===== config.mk =====
export PLATFORM = sky130hd
export DESIGN_NAME = approx_add_pipe
export DESIGN_NICKNAME = d
export VERILOG_FILES = /design/src/rtl/approx_add_pipe.sv
export SDC_FILE = /design/constraint.sdc
export NUM_CORES = 1
export LEC_CHECK = 0
export CAP_MARGIN = 0
export CORE_MARGIN = 4
export CORE_UTILIZATION = 52
export CTS_BUF_LIST = sky130_fd_sc_hd__clkbuf_8
export DETAILED_ROUTE_END_ITERATION = 8
export GPL_TIMING_DRIVEN = 0
export HOLD_SLACK_MARGIN = 0.1
export PLACE_DENSITY_LB_ADDON = 0.25
export SYNTH_ARGS = -nofsm -noshare
export SYNTH_HDL_FRONTEND = slang
export SYNTH_SLANG_ARGS = --single-unit

===== constraint.sdc =====
create_clock -name clk -period 15.16 [get_ports clk]
set_input_delay 3.032 -clock clk [delete_from_list [all_inputs] [get_ports clk]]
set_output_delay 3.032 -clock clk [all_outputs]
set_load 0.03 [all_outputs]

===== src/rtl/approx_add_pipe.sv =====
// Two-stage approximate adder: the low K bits are added separately and the carry into the
// upper part is exact, dropped or speculated. Results carry an error flag and feed a saturating error counter.
module approx_add_pipe #(
   parameter int N    = 32,
   parameter int KMAX = 16,
   parameter int KW   = $clog2(KMAX + 1)
) (
   input  logic          clk,
   input  logic          rst,
   input  logic          in_valid,
   output logic          in_ready,
   input  logic [N-1:0]  a,
   input  logic [N-1:0]  b,
   input  logic [KW-1:0] k_sel,
   input  logic [1:0]    mode,
   output logic          out_valid,
   input  logic          out_ready,
   output logic [N-1:0]  sum,
   output logic          err_flag,
   input  logic          clr_cnt,
   output logic [15:0]   err_cnt
);

   // Handshake: a beat moves on any cycle where valid & ready are both high. The sender
   // holds valid and data steady until it sees ready. The receiver may raise ready at any time.
   logic          s1_valid, s2_valid;
   logic          s1_load, s2_load, accept;
   logic [N-1:0]  s1_low, s1_ahi, s1_bhi, s1_cin, s1_exact;
   logic [N-1:0]  s2_sum;
   logic          s2_err;

   logic [KW-1:0] k_eff;
   logic [N-1:0]  mask, top_mask, upper, sum_d;
   logic [N:0]    low_full, carry_pos;
   logic          c_exact, c_spec, c;

   assign k_eff = (k_sel > KW'(KMAX)) ? KW'(KMAX) : k_sel;
   assign mask     = ~({N{1'b1}} << k_eff);
   // Selects bit K-1 alone; empty when K = 0, so speculation never fires there.
   assign top_mask = mask ^ (mask >> 1);
   assign low_full  = {1'b0, a & mask} + {1'b0, b & mask};
   assign carry_pos = {{N{1'b0}}, 1'b1} << k_eff;
   assign c_exact   = |(low_full & carry_pos);
   assign c_spec    = |(a & b & top_mask);

   always_comb begin
      c = c_exact;
      case (mode)
         2'b01:   c = 1'b0;
         2'b10:   c = c_spec;
         default: c = c_exact;
      endcase
   end

   assign s2_load  = !s2_valid || out_ready;
   assign s1_load  = !s1_valid || s2_load;
   assign in_ready = !rst && s1_load;
   assign accept   = in_valid && in_ready;

   // Upper operands have zero low bits, so OR-ing in the kept low part is a concatenation.
   assign upper = s1_ahi + s1_bhi + s1_cin;
   assign sum_d = upper | s1_low;

   always_ff @(posedge clk) begin
      if (rst) begin
         s1_valid <= 1'b0;
         s1_low   <= '0;
         s1_ahi   <= '0;
         s1_bhi   <= '0;
         s1_cin   <= '0;
         s1_exact <= '0;
         s2_valid <= 1'b0;
         s2_sum   <= '0;
         s2_err   <= 1'b0;
      end else begin
         if (s1_load) begin
            s1_valid <= accept;
            if (accept) begin
               s1_low   <= low_full[N-1:0] & mask;
               s1_ahi   <= a & ~mask;
               s1_bhi   <= b & ~mask;
               s1_cin   <= c ? carry_pos[N-1:0] : '0;
               s1_exact <= a + b;
            end
         end
         if (s2_load) begin
            s2_valid <= s1_valid;
            if (s1_valid) begin
               s2_sum <= sum_d;
               s2_err <= (sum_d != s1_exact);
            end
         end
      end
   end

   always_ff @(posedge clk) begin
      if (rst || clr_cnt)
         err_cnt <= '0;
      else if (s2_valid && out_ready && s2_err && (err_cnt != 16'hFFFF))
         err_cnt <= err_cnt + 16'd1;
   end

   assign out_valid = s2_valid;
   assign sum       = s2_sum;
   assign err_flag  = s2_err;

endmodule


# ---- Word level (Yosys, flattened, before mapping)
# Index checks and enable logic that the tools add are counted.
dict set report op_classes {
  eq_ne 4
  multipliers 0
  magnitude_cmp 1
  n_addsub 5
  shift 2
  div 0
  bitwise_logic 12
  reduce_logical 15
  n_mux 3
}
# operator n
set op_table {}
lappend op_table {{$and 32x32->32} 7}
lappend op_table {{$add 32x32->32} 3}
lappend op_table {{$not 32->32} 2}
lappend op_table {{$add 32x32->33} 1}
lappend op_table {{$and 33x33->33} 1}
lappend op_table {{$reduce_or 33->1} 1}
lappend op_table {{$shl 1x5->33 const A} 1}
lappend op_table {{$mux 32} 1}
lappend op_table {{$ne 32x32->1} 1}
lappend op_table {{$or 32x32->32} 1}
lappend op_table {{$reduce_or 32->1} 1}
lappend op_table {{$shl 32x5->32 const A} 1}
lappend op_table {{$xor 32x31->32} 1}
lappend op_table {{$add 16x1->16 const B} 1}
lappend op_table {{$ne 16x16->1 const B} 1}
lappend op_table {{$gt 5x5->1 const B} 1}
lappend op_table {{$logic_and 1x1->1} 5}
lappend op_table {{$mux 5} 1}
lappend op_table {{$reduce_and 2->1} 2}
lappend op_table {{$logic_not 1->1} 3}
lappend op_table {{$logic_or 1x1->1} 3}
lappend op_table {{$eq 2x1->1 const B} 1}
lappend op_table {{$eq 2x2->1 const B} 1}
lappend op_table {{$pmux 1 s2} 1}
dict set report word_totals {
  ram_bits 0
  output_inout_bits 51
  memories 0
  elab_cells 52
  latchBits 0
  rom_bits 0
  in_bits 76
  regBits 211
}

# ---- Longest topological paths before layout
# Gate-level depths: netlist of run 1.
dict set report depth {
  word_depth 10
  ltp_mapped 21
  depth_no_buf 17
}

# ---- Worst setup path after synthesis of run 1
# Ideal clock, no wire load.
dict set report synth_path {
  path_type {input to register}
  start {input port k_sel[2]}
  end {register s1_cin[16]}
  t_required_ns 15.043
  setup_ns 0.117
  n_path_buf 4
  path_stages 21
  arrival_ns 7.588
  setup_slack_ns 7.454
  path_cell_list {clkbuf_1 clkbuf_1 or3_1 nor2_1 nor2b_1 ha_1 inv_1 fa_1 nor2b_1 o21ai_1 a21boi_0 o21a_1 nor3_1 o41ai_1 mux2_2 a221o_1 a211o_1 or4b_1 clkbuf_1 clkbuf_1 a32o_1}
}
dict set report synth_via {
  elab_chain_len 10
  word_cells_on_any_way 15
  cone_classes {1 x add/sub; 1 x order compare; 2 x shift; 3 x mux; 6 x bitwise; 2 x reduce/logical}
}
# item line_no
set synth_rtl {}
lappend synth_rtl {{start, declared} 14} ;# input logic [KW-1:0] k_sel,
lappend synth_rtl {{$gt 5x5->1} 37} ;# assign k_eff = (k_sel > KW'(KMAX)) ? KW'(KMAX) : k_sel;
lappend synth_rtl {{$mux 5 (*)} 37}
lappend synth_rtl {{$shl 32x5->32} 38} ;# assign mask = ~({N{1'b1}} << k_eff);
lappend synth_rtl {{$not 32->32} 38}
lappend synth_rtl {{$and 32x32->32} 41} ;# assign low_full = {1'b0, a & mask} + {1'b0, b & mask};
lappend synth_rtl {{$add 32x32->33} 41}
lappend synth_rtl {{$and 33x33->33} 43} ;# assign c_exact = |(low_full & carry_pos);
lappend synth_rtl {{$reduce_or 33->1} 43}
lappend synth_rtl {{$pmux 1 s2} 48} ;# case (mode)
lappend synth_rtl {{$mux 32 (*)} 82} ;# s1_cin <= c ? carry_pos[N-1:0] : '0;
lappend synth_rtl {{end signal, assigned} 82}
lappend synth_rtl {{end, declared} 28} ;# logic [N-1:0] s1_low, s1_ahi, s1_bhi, s1_cin, s1_exact;
# Every way passes the cells marked *; elsewhere a longest branch is shown, timed or not.
# A chain may end at the register's enable or synchronous reset.

# ---- Final worst setup path of run 1
# Same ends and word-level chain as after synthesis.

==> results.toml, run 1 <==
[sta]
final-setup-viol-count = 0
rsz0062_at_grt = "no"
finalHoldViolations = 0
min_period_over_period_pct = 60.08
relSlewSlack_pct = 22.66
fin_tns_setup_ns = 0
max_clock_freq_ghz = 0.1098
tightest_slew_ns = 1.131
fin_crit_ns = 9.108
slew_viol_final = 0
finClkSkew_ns = 0.02608

[clock_tree]
cts_buffers = 37
clk_path_buf_depth = 3
clock-root-buffer = "clkbuf_8"
htree_levels = 2
insertion_delay_ns = 0.55
post_cts_buffers = 0
cts_resized = 0
cts-hold-fix-buffers = 0
cts.sink_count = 210
cts_tree = "done"
clkTransAtPathRegs_ns = 0.06

[cells_and_area]
fin_util_pct = 62.65
diodes = 0
seq_area_mm2 = 0.004204
final_cells = 2151
final_cell_mix = "dfxtp_1 (210), nand2_1 (164), nor2_1 (138), clkdlybuf4s50_1 (123), nand3_1 (115)"
multiInputGateArea_mm2 = 0.008617
fillers = 2270
area_growth_pct = 18.53
drive_above_1_share_pct = 4.887
nNetsFinal = 1983
design_area_mm2 = 0.01578
mostFrequentLayoutCell = "dfxtp_1"

[setup_path]
startpoint_type = "input pin"
worst_path_largest_cell_delay_ns = 0.55
crit_slowest_cell = "o41ai_1"
path_buf_inv = 6
critPathCaptureType = "register"
cp_max_fo = 10
critPathKind = "in2reg"
crit_arrival_ns = 9.53
crit_path_frequent_cell = "clkbuf_1"
crit_path_cell_trace = "clkdlybuf4s50_1 > clkbuf_1 > clkbuf_1 > or3_1 > nor2_1 > nor2b_1 > ha_1 > inv_1 > fa_1 > nor2b_1 > o21ai_1 > a21boi_0 > o21a_1 > nor3_1 > o41ai_1 > mux2_2 > a221o_1 > a211o_1 > or4b_1 > clkbuf_1 > clkbuf_1 > a32o_1"
cp_top_family = "compound AO/OA/AOI/OAI gates"
crit_required_ns = 15.58

[logic_synthesis]
synth_flop_cell = "dfxtp_1"
synth_top_area_cell = "dfxtp_1"
syn_area_per_cell_um2 = 8.166
synth_top_area_share_pct = 31.58
synth-edff-count = 0
yosysSeqAreaShare_pct = 31.58
synthArstFlopShare_pct = 0
synth_cell_types = 76
synthTopCellsByArea = "dfxtp_1 (32%), ha_1 (7.5%), fa_1 (5.1%), nand2_1 (4.6%), nand3_1 (4.3%)"
synth_warnings = 0
syn_inst = 1630
synth-seq-cells = 210
synth_area_mm2 = 0.01331

[floorplan]
die_x_um = 168.0
rows = 58
start_util_pct = 52.86
core_mm2 = 0.02518
dieHeight_um = 168.0
ios = 127
dieArea_mm2 = 0.02822

[drt]
via_count = 13261
first_pass_iters = 6
final_antenna_net_count = 0
viasPerCell = 6.165
route.detailed.drc = 0
wl_um = 45890
routedWlPerCell_um = 21.33
drt_iter0_markers = 1401

[min_path]
min_path_type = "reg2reg"

[status]
run_status = "completed"

[global_routing]
gr-total-overflow = 0
grt_pass1_wl_um = 70170
grt_pass1_vias = 12459
grt_max_degree = 11
antenna_found_initial = 1
grt_util_all_layers_pct = 31.40

[job]
cap_violations = 0

[place]
port_buffers = 123
dp_cells = 2084
dpl-instance-area_mm2 = 0.01496
dp_hpwl_um = 36170
gp_congestion = 0.9654

[power]
leakagePower_nw = 6.616
power_density_mw_per_mm2 = 99.83
ir_drop_v = 0.00008266
## registers in the layout, indices dropped and copies added, names as in the netlist
name,count
s1_bhi,32
out_valid,1
s1_low,31
s1_valid,1
err_flag,1
err_cnt,16
s1_ahi,32
sum,32
s1_exact,32
s1_cin,32
## per-layer routing
| layer | vias to the layer above | part of all wire, % | track usage (%) | wire, um |
|---|---|---|---|---|
| met5 | - | 0.044 | 0 | 20 |
| met3 | 96 | 11 | 7.443 | 5153 |
| li1 | 6207 | - | - | - |
| met4 | 2 | 2.7 | 9.068 | 1223 |
| met1 | 6268 | 43 | 44.15 | 19730 |
| met2 | 688 | 43 | 48.34 | 19760 |
## area by class of cell
cell class	count	share of cell area, %
buffer	82	2.007
timing repair buffer	123	7.804
tap	330	2.617
multi-input combinational	1292	54.62
clock inverter	20	1.087
clock buffer	47	4.100
sequential	210	26.65
inverter	47	1.118
## worst min-delay path, cell delays in order, from the launching register on
cell	delay, ns
dfxtp_1	0.32
nand3_1	0.06
nand2_1	0.05
## Yosys cell counts, types with 18 or more instances
cell      count
clkbuf_1     75
a21oi_1     108
nand2_1     164
and3_1       47
fa_1         34
a211oi_1     28
a31oi_1      18
nand3_1     115
dfxtp_1     210
nor2_1      138
xor2_1       42
ha_1         80
nor2b_1      41
xnor2_1      47
o21a_1       21
nor3_1       31
o21ai_0      91
a21o_1       28
inv_1        47
## stage by stage
step	hold slack (ns)	setup WS, ns	total power [mW]
final	0.4695	6.052	1.575
after global placement	0.4390	5.810	0.9869
after global routing	0.4916	5.695	1.635
after detailed placement	0.4466	5.756	0.9924
after CTS	0.4702	6.297	1.569
after floorplan	0.4319	7.454	0.8539
## power by group
group	internal, mW	leakage, nW	switching (mW)
registers	0.582	1.72	0.0262
clock network	0.332	0.465	0.248
logic	0.147	4.44	0.239
total	1.06	6.62	0.514
## final timing paths
path | startpoint | to | slack, ns | depth (start not counted)
setup reg to reg | s1_ahi[1] | err_flag | 9.77 | 15
hold / removal | s1_bhi[31] | s1_bhi[31] | 0.47 | 2
setup / recovery | k_sel[2] | s1_cin[16] | 6.05 | 22
hold reg to reg | s1_bhi[31] | s1_bhi[31] | 0.47 | 2
## kinds of logic after synthesis
kind of cell	after synthesis	synth area share [%]
AO/OA/AOI/OAI	431	21.45
XOR/XNOR	90	5.979
adder cells (fa/ha/maj)	114	12.63
buffers and inverters	129	3.704
flip-flops	210	31.58
multiplexers	13	1.034
other	1	0.02817
AND/OR/NAND/NOR	642	23.59
(Power assumes the default switching activity.)
==> inputs of run 2 (changes only) <==
clock period = 8.4 ns   (was 15.16 ns; I/O delays follow)
==> results of run 2 <==
The final DEF is identical to that of run 1. Status: completed.
Main changes from that run: setup slack after placement 5.756 ns -> 0.3476 ns; setup slack after layout 6.052 ns -> 0.6441 ns; register-to-register setup slack 9.77 ns -> 3.01 ns; total power 1.575 mW -> 2.842 mW; worst IR drop on VDD 0.00008266 V -> 0.0001492 V
==> inputs of run 3 (changes only) <==
SLEW_MARGIN = 20   (was default)
clock period = 8.55 ns   (was 8.4 ns; I/O delays follow)
==> results of run 3 <==
The final DEF is identical to that of run 1. Status: completed.
Main changes from that run: setup slack after placement 5.756 ns -> 0.4676 ns; setup slack after layout 6.052 ns -> 0.7641 ns; register-to-register setup slack 9.77 ns -> 3.16 ns; total power 1.575 mW -> 2.792 mW; worst IR drop on VDD 0.00008266 V -> 0.0001466 V
